===== config.mk =====
export PLATFORM = sky130hd
export DESIGN_NAME = lcd_hd44780_responder
export DESIGN_NICKNAME = d
export VERILOG_FILES = /design/src/rtl/lcd_pkg.sv /design/src/rtl/lcd_ddram.sv /design/src/rtl/lcd_hd44780_responder.sv
export SDC_FILE = /design/constraint.sdc
export NUM_CORES = 1
export LEC_CHECK = 0
export BUFFER_PORTS_ARGS = -buffer_cell sky130_fd_sc_hd__buf_2
export CORE_ASPECT_RATIO = 0.8
export CORE_MARGIN = 2
export CORE_UTILIZATION = 42
export CTS_CLUSTER_SIZE = 25
export DETAILED_ROUTE_END_ITERATION = 8
export SYNTH_ARGS = -nofsm -noshare
export SYNTH_HDL_FRONTEND = slang
export SYNTH_SLANG_ARGS = --single-unit

===== constraint.sdc =====
create_clock -name i_clk -period 7.4 [get_ports i_clk]
set_clock_uncertainty 0.2 [all_clocks]
set_input_delay 1.11 -clock i_clk [delete_from_list [all_inputs] [get_ports i_clk]]
set_output_delay 1.11 -clock i_clk [all_outputs]
set_load 0.02 [all_outputs]

===== src/rtl/lcd_pkg.sv =====
// Shared constants, state encoding and address helpers for the HD44780 responder.
package lcd_pkg;

  // Opcode masks; the highest set bit of an instruction byte selects the command.
  localparam logic [7:0] OP_SET_DDRAM  = 8'h80;
  localparam logic [7:0] OP_SET_CGRAM  = 8'h40;
  localparam logic [7:0] OP_FUNC_SET   = 8'h20;
  localparam logic [7:0] OP_SHIFT      = 8'h10;
  localparam logic [7:0] OP_DISP_CTRL  = 8'h08;
  localparam logic [7:0] OP_ENTRY_MODE = 8'h04;
  localparam logic [7:0] OP_HOME       = 8'h02;
  localparam logic [7:0] OP_CLEAR      = 8'h01;

  // DDRAM address map: two lines of 40 characters.
  localparam logic [6:0] LINE1_BASE = 7'h00;
  localparam logic [6:0] LINE1_LAST = 7'h27;
  localparam logic [6:0] LINE2_BASE = 7'h40;
  localparam logic [6:0] LINE2_LAST = 7'h67;
  localparam int         NUM_CELLS  = 80;
  localparam logic [7:0] CHAR_SPACE = 8'h20;

  typedef enum logic {ST_CLEAR, ST_IDLE} lcd_state_t;

  // Address counter step with the line wrap rule; inc=1 steps forward.
  function automatic logic [6:0] next_ac(input logic [6:0] ac, input logic inc);
    logic [6:0] r;
    if (inc) begin
      if (ac == LINE1_LAST)      r = LINE2_BASE;
      else if (ac == LINE2_LAST) r = LINE1_BASE;
      else                       r = ac + 7'd1;
    end else begin
      if (ac == LINE1_BASE)      r = LINE2_LAST;
      else if (ac == LINE2_BASE) r = LINE1_LAST;
      else                       r = ac - 7'd1;
    end
    return r;
  endfunction

  // True when the address maps onto a real display cell.
  function automatic logic addr_valid(input logic [6:0] a);
    return (a <= LINE1_LAST) || ((a >= LINE2_BASE) && (a <= LINE2_LAST));
  endfunction

  // Linear cell index: line 2 starts at cell 40.
  function automatic logic [6:0] cell_idx(input logic [6:0] a);
    logic [6:0] base;
    base = a[6] ? 7'd40 : 7'd0;
    return base + {1'b0, a[5:0]};
  endfunction

endpackage


===== src/rtl/lcd_ddram.sv =====
// Shadow DDRAM: 80 x 8, one synchronous write port, one registered read port.
module lcd_ddram
  import lcd_pkg::*;
(
  input  logic       clk,
  input  logic       we,
  input  logic [6:0] waddr,
  input  logic [7:0] wdata,
  input  logic [6:0] raddr,
  input  logic       rvalid,
  output logic [7:0] rdata
);

  logic [7:0] mem [NUM_CELLS];

  // Write port; the caller only asserts we with an in-range cell index.
  always_ff @(posedge clk) begin
    if (we) mem[waddr] <= wdata;
  end

  // Registered read; out-of-map addresses return zero.
  always_ff @(posedge clk) begin
    rdata <= rvalid ? mem[raddr] : 8'h00;
  end

endmodule


===== src/rtl/lcd_hd44780_responder.sv =====
// Display-side HD44780 responder: decodes bit-banged bus writes, keeps a shadow
// DDRAM and cursor state, models busy timing and flags protocol violations.
module lcd_hd44780_responder
  import lcd_pkg::*;
#(
  parameter int BUSY_CYCLES      = 40,
  parameter int BUSY_LONG_CYCLES = 1520
) (
  input  logic       i_clk,
  input  logic       i_reset,
  input  logic [7:0] i_lcd_data,
  input  logic       i_lcd_rw,
  input  logic       i_lcd_rs,
  input  logic       i_lcd_en,
  input  logic       i_lcd_on,
  output logic [7:0] o_lcd_rdata,
  input  logic [6:0] i_rd_addr,
  output logic [7:0] o_rd_char,
  output logic [6:0] o_cursor_addr,
  output logic [2:0] o_disp_ctrl,
  output logic       o_busy,
  output logic       o_wr_valid,
  output logic       o_wr_rs,
  output logic [7:0] o_wr_byte,
  output logic       o_err_busy,
  output logic       o_err_addr
);

  localparam int CNT_W = $clog2(BUSY_LONG_CYCLES + 1);

  lcd_state_t       state;
  logic [6:0]       clr_idx;
  logic [6:0]       ac;
  logic             inc;
  logic [CNT_W-1:0] busy_cnt;
  logic             en_q;

  logic             strobe;
  logic             host_we;
  logic             ram_we;
  logic [6:0]       ram_waddr;
  logic [7:0]       ram_wdata;

  assign o_busy        = (busy_cnt != '0);
  assign o_cursor_addr = ac;

  // Falling edge of EN with a write cycle on a powered bus.
  assign strobe  = en_q && !i_lcd_en && !i_lcd_rw && i_lcd_on && !i_reset;
  assign host_we = strobe && !o_busy && i_lcd_rs && addr_valid(ac);

  // Status read is combinational so the CPU sees it while holding EN high.
  assign o_lcd_rdata = (i_lcd_on && i_lcd_rw && i_lcd_en && !i_lcd_rs) ? {o_busy, ac} : 8'h00;

  // Clear sequence owns the write port; host writes are blocked by busy anyway.
  always_comb begin
    ram_we    = host_we;
    ram_waddr = cell_idx(ac);
    ram_wdata = i_lcd_data;
    if ((state == ST_CLEAR) && !i_reset) begin
      ram_we    = 1'b1;
      ram_waddr = clr_idx;
      ram_wdata = CHAR_SPACE;
    end
  end

  // Control FSM: clear sequencing, command decode, busy timing and error flags.
  always_ff @(posedge i_clk) begin
    if (i_reset) begin
      state       <= ST_CLEAR;
      clr_idx     <= '0;
      ac          <= LINE1_BASE;
      inc         <= 1'b1;
      o_disp_ctrl <= 3'b000;
      o_wr_valid  <= 1'b0;
      o_err_busy  <= 1'b0;
      o_err_addr  <= 1'b0;
      busy_cnt    <= CNT_W'(BUSY_LONG_CYCLES);
      en_q        <= 1'b0;
    end else begin
      en_q       <= i_lcd_en;
      o_wr_valid <= 1'b0;
      if (busy_cnt != '0) busy_cnt <= busy_cnt - CNT_W'(1);

      if (state == ST_CLEAR) begin
        clr_idx <= clr_idx + 7'd1;
        if (clr_idx == 7'(NUM_CELLS - 1)) state <= ST_IDLE;
      end

      if (strobe) begin
        if (o_busy) begin
          o_err_busy <= 1'b1;
        end else if (i_lcd_rs && !addr_valid(ac)) begin
          o_err_addr <= 1'b1;
        end else begin
          o_wr_valid <= 1'b1;
          o_wr_rs    <= i_lcd_rs;
          o_wr_byte  <= i_lcd_data;
          if (i_lcd_rs) begin
            ac       <= next_ac(ac, inc);
            busy_cnt <= CNT_W'(BUSY_CYCLES);
          end else if ((i_lcd_data & OP_SET_DDRAM) != 8'h00) begin
            ac       <= i_lcd_data[6:0];
            busy_cnt <= CNT_W'(BUSY_CYCLES);
          end else if ((i_lcd_data & (OP_SET_CGRAM | OP_FUNC_SET)) != 8'h00) begin
            busy_cnt <= CNT_W'(BUSY_CYCLES);
          end else if ((i_lcd_data & OP_SHIFT) != 8'h00) begin
            // Display shift (S/C=1) has no shadow state to move.
            if (!i_lcd_data[3]) ac <= next_ac(ac, i_lcd_data[2]);
            busy_cnt <= CNT_W'(BUSY_CYCLES);
          end else if ((i_lcd_data & OP_DISP_CTRL) != 8'h00) begin
            o_disp_ctrl <= i_lcd_data[2:0];
            busy_cnt    <= CNT_W'(BUSY_CYCLES);
          end else if ((i_lcd_data & OP_ENTRY_MODE) != 8'h00) begin
            inc      <= i_lcd_data[1];
            busy_cnt <= CNT_W'(BUSY_CYCLES);
          end else if ((i_lcd_data & OP_HOME) != 8'h00) begin
            ac       <= LINE1_BASE;
            busy_cnt <= CNT_W'(BUSY_LONG_CYCLES);
          end else if ((i_lcd_data & OP_CLEAR) != 8'h00) begin
            state    <= ST_CLEAR;
            clr_idx  <= '0;
            ac       <= LINE1_BASE;
            inc      <= 1'b1;
            busy_cnt <= CNT_W'(BUSY_LONG_CYCLES);
          end
        end
      end
    end
  end

  lcd_ddram u_ddram (
    .clk    (i_clk),
    .we     (ram_we),
    .waddr  (ram_waddr),
    .wdata  (ram_wdata),
    .raddr  (cell_idx(i_rd_addr)),
    .rvalid (addr_valid(i_rd_addr)),
    .rdata  (o_rd_char)
  );

endmodule


**Yosys cells after proc, flatten, opt, wreduce, memory -nomap -nowiden**

Memory sizes are Yosys's and may differ from the RTL's. A register that Yosys moved wholly into a read port is not among the register bits.
Index checks and enable logic that the tools add are counted.

- Register bits: 43
- Bits in writable memories: 640
- Input port bits: 21
- Word-level logic and storage cells: 142
- Memories: 1

Memories:

| name | depth | bits a word | read ports | clocked after Yosys merged registers in | write ports | line | source |
|---|---|---|---|---|---|---|---|
| u_ddram.mem | 80 | 8 | 1 | 1 | 1 | lcd_ddram.sv:14 | `logic [7:0] mem [NUM_CELLS];` |

- $add $sub $neg: 6
- Magnitude comparators: 6
- Bitwise gates (word level): 10
- Eq/ne operators: 8
- Reduce and logical (&&, ||, !) cells: 35
- Muxes and demuxes: 64

Operators by type and width:

| kind | count |
|---|---|
| $mux 7 | 28 |
| $mux 11 | 12 |
| $eq 7x7->1 const B | 3 |
| $mux 1 | 20 |
| $mux 8 | 2 |
| $add 6x6->7 | 2 |
| $add 7x1->7 const B | 2 |
| $ge 7x7->1 const B | 2 |
| $le 7x6->1 const B | 2 |
| $le 7x7->1 const B | 2 |
| $logic_and 1x1->1 | 14 |
| $mux 6 | 2 |
| $reduce_bool 11->1 | 1 |
| $sub 11x1->11 const B | 1 |
| $not 1->1 | 10 |
| $reduce_and 10->1 | 1 |
| $reduce_and 8->1 | 1 |
| $reduce_bool 8->1 | 1 |
| $eq 7x6->1 const B | 1 |
| $logic_not 1->1 | 7 |
| $logic_not 7->1 | 1 |
| $reduce_and 7->1 | 1 |
| $sub 7x1->7 const B | 1 |
| $reduce_bool 5->1 | 1 |
| 10 further kinds | 11 |

**Longest topological paths before layout**

Gate-level depths: netlist of run 1.

- Depth after elaboration: 14
- Depth in mapped cells: 10
- Depth with buffers taken out: 8

**Hierarchy**

A second synthesis of run 1 with hierarchy kept.

- Cells, all modules: 1447
- Area total of the unflattened synthesis: 27860.5 sq um

By module, submodules not included:

| module | cells an instance | area each (sq um) | sequential area each (sq um) | instances |
|---|---|---|---|---|
| lcd_ddram | 1121 | 25035.3 | 19378.6 | 1 |
| lcd_hd44780_responder | 326 | 2825.2 | 950.9 | 1 |

**Least setup slack after synthesis of run 1**

OpenSTA, ideal clock, no wires.

- Path kind: input port to flip-flop
- Start: input i_reset
- End: memory u_ddram.mem[0][4] (data pin)
- Path slack: 3.302 ns
- Arrival time: 3.324 ns
- Path buffers: 1
- Cell stages on the path: 3
- Cells stage by stage: clkbuf_1 -> nor2_1 -> nor2_1

- Word-level cells in the longest chain between the ends: 3

Ends and longest elaborated chain:

| element | line | source |
|---|---|---|
| from (decl) | lcd_hd44780_responder.sv:10 | `input logic i_reset,` |
| $logic_not 1->1 | lcd_hd44780_responder.sv:59 | `if ((state == ST_CLEAR) && !i_reset) begin` |
| $logic_and 1x1->1 | lcd_hd44780_responder.sv:59 |  |
| $mux 8 | lcd_hd44780_responder.sv:59 |  |
| via ram_wdata[4] | lcd_hd44780_responder.sv:42 | `logic [7:0] ram_wdata;` |
| to (decl) | lcd_ddram.sv:14 |  |

The timed path passes the listed nets, and every way through them passes these cells.

**Worst setup path after layout of run 1**

- Start: register busy_cnt[0]
- End: memory u_ddram.mem[23][1] (enable)

- Word-level cells in the longest chain between the ends: 8

Ends and longest elaborated chain:

| element | line | source |
|---|---|---|
| from (decl) | lcd_hd44780_responder.sv:35 | `logic [CNT_W-1:0] busy_cnt;` |
| from (signal assigned) | lcd_hd44780_responder.sv:77 | `busy_cnt <= CNT_W'(BUSY_LONG_CYCLES);` |
| from (signal assigned) | lcd_hd44780_responder.sv:82 | `if (busy_cnt != '0) busy_cnt <= busy_cnt - CNT_W'(1);` |
| from (signal assigned) | lcd_hd44780_responder.sv:100 | `busy_cnt <= CNT_W'(BUSY_CYCLES);` |
| $reduce_bool 11->1 | lcd_hd44780_responder.sv:44 | `assign o_busy = (busy_cnt != '0);` |
| $logic_not 1->1 | lcd_hd44780_responder.sv:49 | `assign host_we = strobe && !o_busy && i_lcd_rs && addr_valid(ac);` |
| $logic_and 1x1->1 (3 in a row) | lcd_hd44780_responder.sv:49 |  |
| $mux 1 | lcd_hd44780_responder.sv:59 |  |
| $mux 1 | lcd_ddram.sv:18 | `if (we) mem[waddr] <= wdata;` |
| $mux 1 (implied by the code) | lcd_ddram.sv:18 |  |

Every way passes these cells.

==> impl_metrics.json, run 1 <==
{
  "ys_ff_latch": 691,
  "grt_pass1_wl_um": 97300,
  "p_comb_frac": 0.060,
  "leakage_nw": 10.1,
  "antenna_found_initial": 0,
  "p_per_area_nw_per_um2": 262,
  "syn_to_final_growth_pct": 12.4,
  "hold_start": "o_err_addr$_SDFFE_PP0P_",
  "routed_wl_um": 66200,
  "rsz0062_at_grt": "no",
  "synthTopCellsByArea": "edfxtp_1 (70%), mux4_2 (13%), dfxtp_1 (3.0%)",
  "cts_max_path_buffers": 3,
  "grt_max_degree": 86,
  "avgSynthCellArea_um2": 18.5,
  "min_path_type": "flip-flop to flip-flop",
  "cts_sinks": 691,
  "hold_path_end": "o_err_addr$_SDFFE_PP0P_",
  "drc_errors": 0,
  "required_ns": 7.43,
  "place_hpwl_um": 39500,
  "insertion_delay_ns": 0.60,
  "crit_fanout": 13,
  "wl_per_cell_um": 26.6,
  "setup_slack_ns": 2.50,
  "ir_drop_uv": 170,
  "synth_ff_type": "edfxtp_1",
  "timing.setup.tns_ns": 0,
  "hold_viol": 0,
  "setup_viol": 0,
  "core-area_um2": 65700,
  "synth_cells": 1506,
  "finalMaxSlewViolations": 0,
  "globalplace.congestion": 0.816,
  "num_io_pins": 60,
  "first_iter_violations": 1525,
  "fmax_mhz": 204,
  "syn_area_um2": 27800,
  "drt-pass1-iter-count": 5,
  "synth.distinct_cells": 59,
  "post-synth-top-count-cell": "edfxtp_1",
  "crit_path_cell_trace": "inv_1, ha_1, nor4b_1, and4_1, inv_1, o41ai_4, nand3_1, nor2_1",
  "synth_compound_area_frac": 0.0389,
  "synth_fa_ha_area_frac": 0.00584,
  "ctsHoldBuffers": 0,
  "rr_endpoint": "u_ddram.mem[23][1]$_DFFE_PP_",
  "maxSlewHeadroom": 0.139,
  "clk_pin_slew_ns": 0.06,
  "cts-root-buf": "clkbuf_16",
  "synthMuxAreaShare": 0.143,
  "postCtsSetupBuffers": 0,
  "drv_cap": 0,
  "synth_nets": 1540,
  "p_switching_w": 0.00182,
  "vias": 14500,
  "hold_ws_ns": 0.279,
  "status": "finished clean",
  "final_antenna_net_count": 0,
  "critPathArrivalTime_ns": 4.93,
  "synthTopCellsByCount": "edfxtp_1 (649), mux4_2 (160), nor2_1 (116), nand2_1 (67), clkbuf_1 (50)",
  "p_sw_frac": 0.222,
  "cts_tree": "done",
  "max_stage_delay_ns": 1.00,
  "hold_path_depth": 2,
  "worstMarginPinSlew_ns": 1.28,
  "rr_startpoint": "busy_cnt[0]$_SDFF_PP0_",
  "seq_area_frac_synth": 0.730,
  "internal-power_w": 0.00637,
  "cts-buffers-inserted": 69,
  "htree_levels": 3,
  "synth_edf_count": 649,
  "die_h_um": 234,
  "grt_use_total": 0.196,
  "async_flop_share": 0,
  "synth_xor_area_frac": 0.00692,
  "crit_top_cell": "inv_1",
  "netlist.area_leader.share": 0.700,
  "synth_simple_gate_area_frac": 0.0601,
  "synth_warnings": 0,
  "num_rows": 84,
  "synth_top_area_cell": "edfxtp_1",
  "synth_top_family_by_area": "multiplexers",
  "cpMaxStageDelayCell": "nand3_1",
  "diodes": 0,
  "grt_overflow": 0,
  "grt_pass1_vias": 14200,
  "layout-drive-gt1-share": 0.225,
  "place_ws_ns": 2.25,
  "ff2ff_setup_slack_ns": 2.50,
  "cp-start-kind": "flip-flop",
  "die_w_um": 292,
  "ff2ff_path_depth": 8,
  "fin_crit_ns": 4.90,
  "start_util": 0.424,
  "viasPerCell": 5.84,
  "dieArea_um2": 68400,
  "pwr-share-clk": 0.413,
  "period_share": 0.662,
  "worstSetupPathType": "flip-flop to flip-flop",
  "critPathCaptureType": "flip-flop",
  "fin_nets": 1604,
  "power_frac_seq": 0.527,
  "cts_resized": 0,
  "placement.io_buffers": 59
}
-- per-layer routing --
layer	vias up	track usage	share of wire
met4	0	0.0543	0.022
li1	6285	-	-
met5	-	0	0
met2	608	0.280	0.44
met3	86	0.0625	0.098
met1	7548	0.288	0.44
-- final cells by class --
| class | count | area, um2 |
|---|---|---|
| fill | 5360 | 34400 |
| timing repair buffer | 74 | 449 |
| clock inverter | 46 | 385 |
| sequential | 691 | 20300 |
| multi-input combinational | 706 | 7130 |
| tap | 860 | 1080 |
| inverter | 28 | 105 |
| clock buffer | 81 | 1800 |
-- worst max-delay path: cells and delay by family (launching register included) --
kind | cells | cell delay [ns]
and+or+nand+nor | 4 | 2.76
AOI/OAI and AO/OA | 1 | 0.65
buffers and inverters | 2 | 0.43
DFF | 1 | 0.32
adders and majority gates | 1 | 0.16
-- cells by family after synthesis --
logic type / count (synthesis)
adder cells (fa/ha/maj): 13
AO/OA/AOI/OAI: 139
AND/OR/NAND/NOR: 336
multiplexers: 196
buffers and inverters: 109
flip-flops: 691
XOR/XNOR: 22
-- worst max path at each step --
| stage | endpoint | cells after the start | slack [ns] | start |
|---|---|---|---|---|
| detailed placement | u_ddram.mem[38][4]$_DFFE_PP_ | 6 | 2.25 | i_reset |
| global route | u_ddram.mem[23][1]$_DFFE_PP_ | 8 | 2.21 | busy_cnt[0]$_SDFF_PP0_ |
| CTS | u_ddram.mem[38][0]$_DFFE_PP_ | 8 | 2.54 | busy_cnt[0]$_SDFF_PP0_ |
| global placement | u_ddram.mem[30][1]$_DFFE_PP_ | 6 | 2.28 | i_reset |
| floorplan | u_ddram.mem[0][4]$_DFFE_PP_ | 3 | 3.30 | i_reset |
| finish | u_ddram.mem[23][1]$_DFFE_PP_ | 8 | 2.50 | busy_cnt[0]$_SDFF_PP0_ |
-- layout by cell type (no fill, tap or decap), types with 6 or more instances in the layout --
cell | synthesis | routed
and2_1 | 18 | 12
clkbuf_1 | 50 | 10
or4_1 | 10 | 10
xor2_1 | 11 | 10
o41ai_1 | 8 | 8
nor2b_1 | 9 | 9
a21oi_1 | 21 | 21
buf_2 | 13 | 57
mux2_2 | 6 | 6
clkbuf_16 | 0 | 70
nor3_1 | 17 | 16
edfxtp_1 | 649 | 649
nand4_1 | 10 | 10
nand2_1 | 67 | 67
nand4b_1 | 10 | 10
mux4_2 | 160 | 160
nand2b_1 | 7 | 6
nor2_1 | 116 | 115
nand3_1 | 28 | 28
a31oi_1 | 6 | 6
o2111ai_1 | 8 | 8
mux2i_1 | 30 | 30
and2_2 | 0 | 6
ha_1 | 13 | 12
nor4b_1 | 7 | 7
clkinv_2 | 0 | 12
nor4_1 | 11 | 11
xnor2_1 | 11 | 10
inv_1 | 27 | 27
a22o_1 | 32 | 32
clkinv_4 | 0 | 8
o21ai_0 | 7 | 7
o211ai_1 | 17 | 17
nand3b_1 | 6 | 6
clkinv_1 | 1 | 13
buf_4 | 0 | 13
dfxtp_1 | 42 | 42
-- sequential cells by signal, summed over array words and instances, names as in the netlist --
register,cells
o_wr_valid,1
o_err_addr,1
busy_cnt,11
o_wr_byte,8
en_q,1
o_wr_rs,1
state,1
o_disp_ctrl,3
u_ddram.mem,640
o_cursor_addr,7
clr_idx,7
u_ddram.rdata,8
o_err_busy,1
inc,1
-- power by group through the flow --
stage | sequential, W | combinational [W] | clock, W
2_1_floorplan | 0.00440 | 0.000295 | 0
3_3_place_gp | 0.00440 | 0.000483 | 0
6_report | 0.00432 | 0.000488 | 0.00338
5_1_grt | 0.00432 | 0.000519 | 0.00361
3_5_place_dp | 0.00440 | 0.000488 | 0
4_1_cts | 0.00432 | 0.000490 | 0.00345
-- metrics by stage --
stage	instance area [um2]	cells	power, W	utilization
3_3_place_gp	29100	2359	0.00488	0.443
4_1_cts	31300	2486	0.00825	0.476
3_5_place_dp	29100	2359	0.00489	0.443
2_1_floorplan	27800	1506	0.00470	-
5_1_grt	31300	2486	0.00845	0.476
6_report	31300	2486	0.00819	0.476
Power figures use the tool's default switching activity.
==> run 2: changes to the inputs <==
--- a/config.mk
+++ b/config.mk
@@ -5,6 +5,7 @@
 export SDC_FILE = /design/constraint.sdc
 export NUM_CORES = 1
 export LEC_CHECK = 0
+export ABC_AREA = 1
 export BUFFER_PORTS_ARGS = -buffer_cell sky130_fd_sc_hd__buf_2
 export CORE_ASPECT_RATIO = 0.8
 export CORE_MARGIN = 2
==> constraint.sdc (replaced) <==
create_clock -name i_clk -period 4.2 [get_ports i_clk]
set_clock_uncertainty 0.2 [all_clocks]
set_input_delay 0.63 -clock i_clk [delete_from_list [all_inputs] [get_ports i_clk]]
set_output_delay 0.63 -clock i_clk [all_outputs]
set_load 0.02 [all_outputs]
==> run 2 against run 1 <==
Net effect:
- register-to-register slack worse by 1.6 ns
- combinational power up 120%
- setup slack got worse by 1.6 ns
- design area increased by 9.7%
- die area up 8.8%
- sequential power increased by 76%
- critical path depth increased by 2
==> impl_metrics.json, run 2 <==
{
  "antenna_found_initial": 0,
  "status": "finished clean",
  "syn_to_final_growth_pct": 13.1,
  "critPathTopFamily": "simple AND/OR/NAND/NOR gates",
  "drt-pass1-iter-count": 5,
  "mostFrequentLayoutCells": "edfxtp_1 (649), nand2_1 (565), nand3_1 (467)",
  "min_path_type": "input port to flip-flop",
  "die_h_um": 244,
  "worstSetupPathType": "flip-flop to flip-flop",
  "ys_ff_latch": 691,
  "avgSynthCellArea_um2": 10.4,
  "synth_top_family_by_area": "simple AND/OR/NAND/NOR gates",
  "hold_ws_ns": 0.0417,
  "crit_fanout": 15,
  "drv_cap": 0,
  "synthMuxAreaShare": 0,
  "finalMaxSlewViolations": 0,
  "layout-drive-gt1-share": 0.118,
  "synth_warnings": 0,
  "netlist.area_leader.share": 0.643,
  "required_ns": 4.31,
  "dieArea_um2": 74400,
  "dpl_cell_area_um2": 32100,
  "post-synth-top-count-cell": "edfxtp_1",
  "pwr-share-clk": 0.411,
  "crit_start": "state$_SDFF_PP0_",
  "synth_cells": 2903,
  "final_antenna_net_count": 0,
  "max_stage_delay_ns": 0.47,
  "largest_registers": "u_ddram.mem x640, busy_cnt x11",
  "cpMaxStageDelayCell": "nand2_1",
  "cts_resized": 0,
  "postLayoutCoreUtil": 0.478,
  "cp-start-kind": "flip-flop",
  "final_common_cell": "edfxtp_1",
  "ff2ff_setup_slack_ns": 0.86,
  "async_flop_share": 0,
  "setup_viol": 0,
  "rr_endpoint": "u_ddram.mem[33][6]$_DFFE_PP_",
  "fin_crit_ns": 3.34,
  "fillers": 6519,
  "first_iter_violations": 2542,
  "cts_sinks": 691,
  "seq_area_frac_synth": 0.671,
  "place_hpwl_um": 49300,
  "drc_errors": 0,
  "routed_wl_um": 80100,
  "internal-power_w": 0.0113,
  "clk_pin_slew_ns": 0.06,
  "synth_xor_area_frac": 0.00433,
  "grt_max_degree": 171,
  "start_util": 0.422,
  "grt_pass1_wl_um": 121000,
  "cts-root-buf": "clkbuf_16",
  "critPathArrivalTime_ns": 3.46,
  "instances_no_fill": 3984,
  "htree_levels": 3,
  "leakage_nw": 13.5,
  "globalplace.congestion": 0.906,
  "largest_reg_flops": 640,
  "synth_simple_gate_area_frac": 0.205,
  "grt_overflow": 0,
  "synth_top_area_cell": "edfxtp_1",
  "grt_use_total": 0.214,
  "diodes": 0,
  "cts_max_path_buffers": 3,
  "synth.distinct_cells": 42,
  "synth_ff_type": "edfxtp_1",
  "synth_fa_ha_area_frac": 0.00536,
  "fmax_mhz": 299,
  "placement.io_buffers": 59,
  "critPathCaptureType": "flip-flop",
  "rsz0062_at_grt": "no",
  "syn_area_um2": 30300,
  "p_switching_w": 0.00344,
  "regMostFlops": "u_ddram.mem",
  "core-area_um2": 71800,
  "ff2ff_path_depth": 10,
  "die_w_um": 304,
  "timing.setup.tns_ns": 0,
  "p_per_area_nw_per_um2": 430,
  "p_sw_frac": 0.233,
  "cp-endpoint": "u_ddram.mem[33][6]$_DFFE_PP_",
  "worstPathBufferInverterCount": 4,
  "postCtsSetupBuffers": 0,
  "cp.depth": 10,
  "cts_tree": "done",
  "grt_pass1_vias": 20200,
  "synthTopCellsByArea": "edfxtp_1 (64%), nand3_1 (7.7%), nand2_1 (7.0%)",
  "viasPerCell": 5.31,
  "fin_area_um2": 34300,
  "crit_top_cell": "nor2_1",
  "insertion_delay_ns": 0.63,
  "synthTopCellsByCount": "edfxtp_1 (649), nand2_1 (566), nand3_1 (467), inv_1 (390), nor2_1 (277)",
  "cts-buffers-inserted": 72,
  "worstMarginPinSlew_ns": 0.841,
  "dp_cells": 3858,
  "synth_nets": 2937,
  "crit_path_cell_trace": "nor2_4, inv_2, o21ai_0, inv_1, nor2_1, inv_1, nor2_1, nand2_1, nor2_1, buf_4",
  "hold_viol": 0,
  "period_share": 0.796,
  "wl_per_cell_um": 20.1,
  "num_rows": 88,
  "fin_nets": 3021,
  "ir_drop_uv": 354,
  "synth_edf_count": 649,
  "num_io_pins": 60,
  "vias": 21100,
  "synth_compound_area_frac": 0.0440,
  "ctsHoldBuffers": 0,
  "p_comb_frac": 0.074,
  "maxSlewHeadroom": 0.437,
  "rr_startpoint": "state$_SDFF_PP0_",
  "power_frac_seq": 0.515
}
[run 2: worst register-to-register path: cells and delay by family (launching register included)]
kind | cells | cell delay (ns)
AOI/OAI and AO/OA | 1 | 0.31
DFF | 1 | 0.36
buffers and inverters | 4 | 0.72
and+or+nand+nor | 5 | 1.45
[run 2: power by group through the flow]
stage	Combinational, W	Clock (W)	Sequential [W]
floorplan	0.000629	0	0.00777
global placement	0.00107	0	0.00774
detailed placement	0.00108	0	0.00774
CTS	0.00108	0.00616	0.00759
global route	0.00118	0.00644	0.00759
finish	0.00109	0.00606	0.00759
[run 2: layout make-up]
class / instances / area [um2] / area share
clock inverter: 41 / 334 / 0.00974
tap: 945 / 1180 / 0.0345
multi-input combinational: 1666 / 7900 / 0.230
timing repair buffer: 151 / 1150 / 0.0335
clock buffer: 85 / 1870 / 0.0546
sequential: 691 / 20300 / 0.593
inverter: 405 / 1530 / 0.0446
[run 2: per-layer routing]
| layer | GRT usage | vias up | routed length (um) |
|---|---|---|---|
| met5 | 0 | - | 0 |
| met2 | 0.327 | 904 | 35700 |
| met1 | 0.309 | 10200 | 35700 |
| met4 | 0.0690 | 0 | 2250 |
| li1 | - | 9912 | - |
| met3 | 0.0403 | 134 | 6530 |
[run 2: worst min-delay path by stage]
stage	start	to	depth (start not counted)	slack (ns)
floorplan	inc$_SDFFE_PP1P_	inc$_SDFFE_PP1P_	2	0.26
global placement	o_disp_ctrl[0]$_SDFFE_PP0P_	o_disp_ctrl[0]$_SDFFE_PP0P_	2	0.25
detailed placement	o_disp_ctrl[2]$_SDFFE_PP0P_	o_disp_ctrl[2]$_SDFFE_PP0P_	2	0.25
CTS	i_lcd_en	en_q$_SDFF_PP0_	3	0.02
global route	i_lcd_data[6]	o_wr_byte[6]$_DFFE_PP_	1	0.02
finish	i_lcd_data[5]	o_wr_byte[5]$_DFFE_PP_	1	0.04
[run 2: stage by stage]
| stage | total power, W | setup WS (ns) |
|---|---|---|
| floorplan | 0.00840 | 0.379 |
| global placement | 0.00881 | 0.557 |
| detailed placement | 0.00882 | 0.494 |
| CTS | 0.0148 | 0.887 |
| global route | 0.0152 | 0.672 |
| finish | 0.0147 | 0.856 |
[run 2: cell families (layout without fill, tap and decap cells)]
group	Yosys count	after routing
XOR/XNOR	15	15
adder cells (fa/ha/maj)	13	13
flip-flops	691	691
AND/OR/NAND/NOR	1417	1417
AO/OA/AOI/OAI	221	221
buffers and inverters	546	682
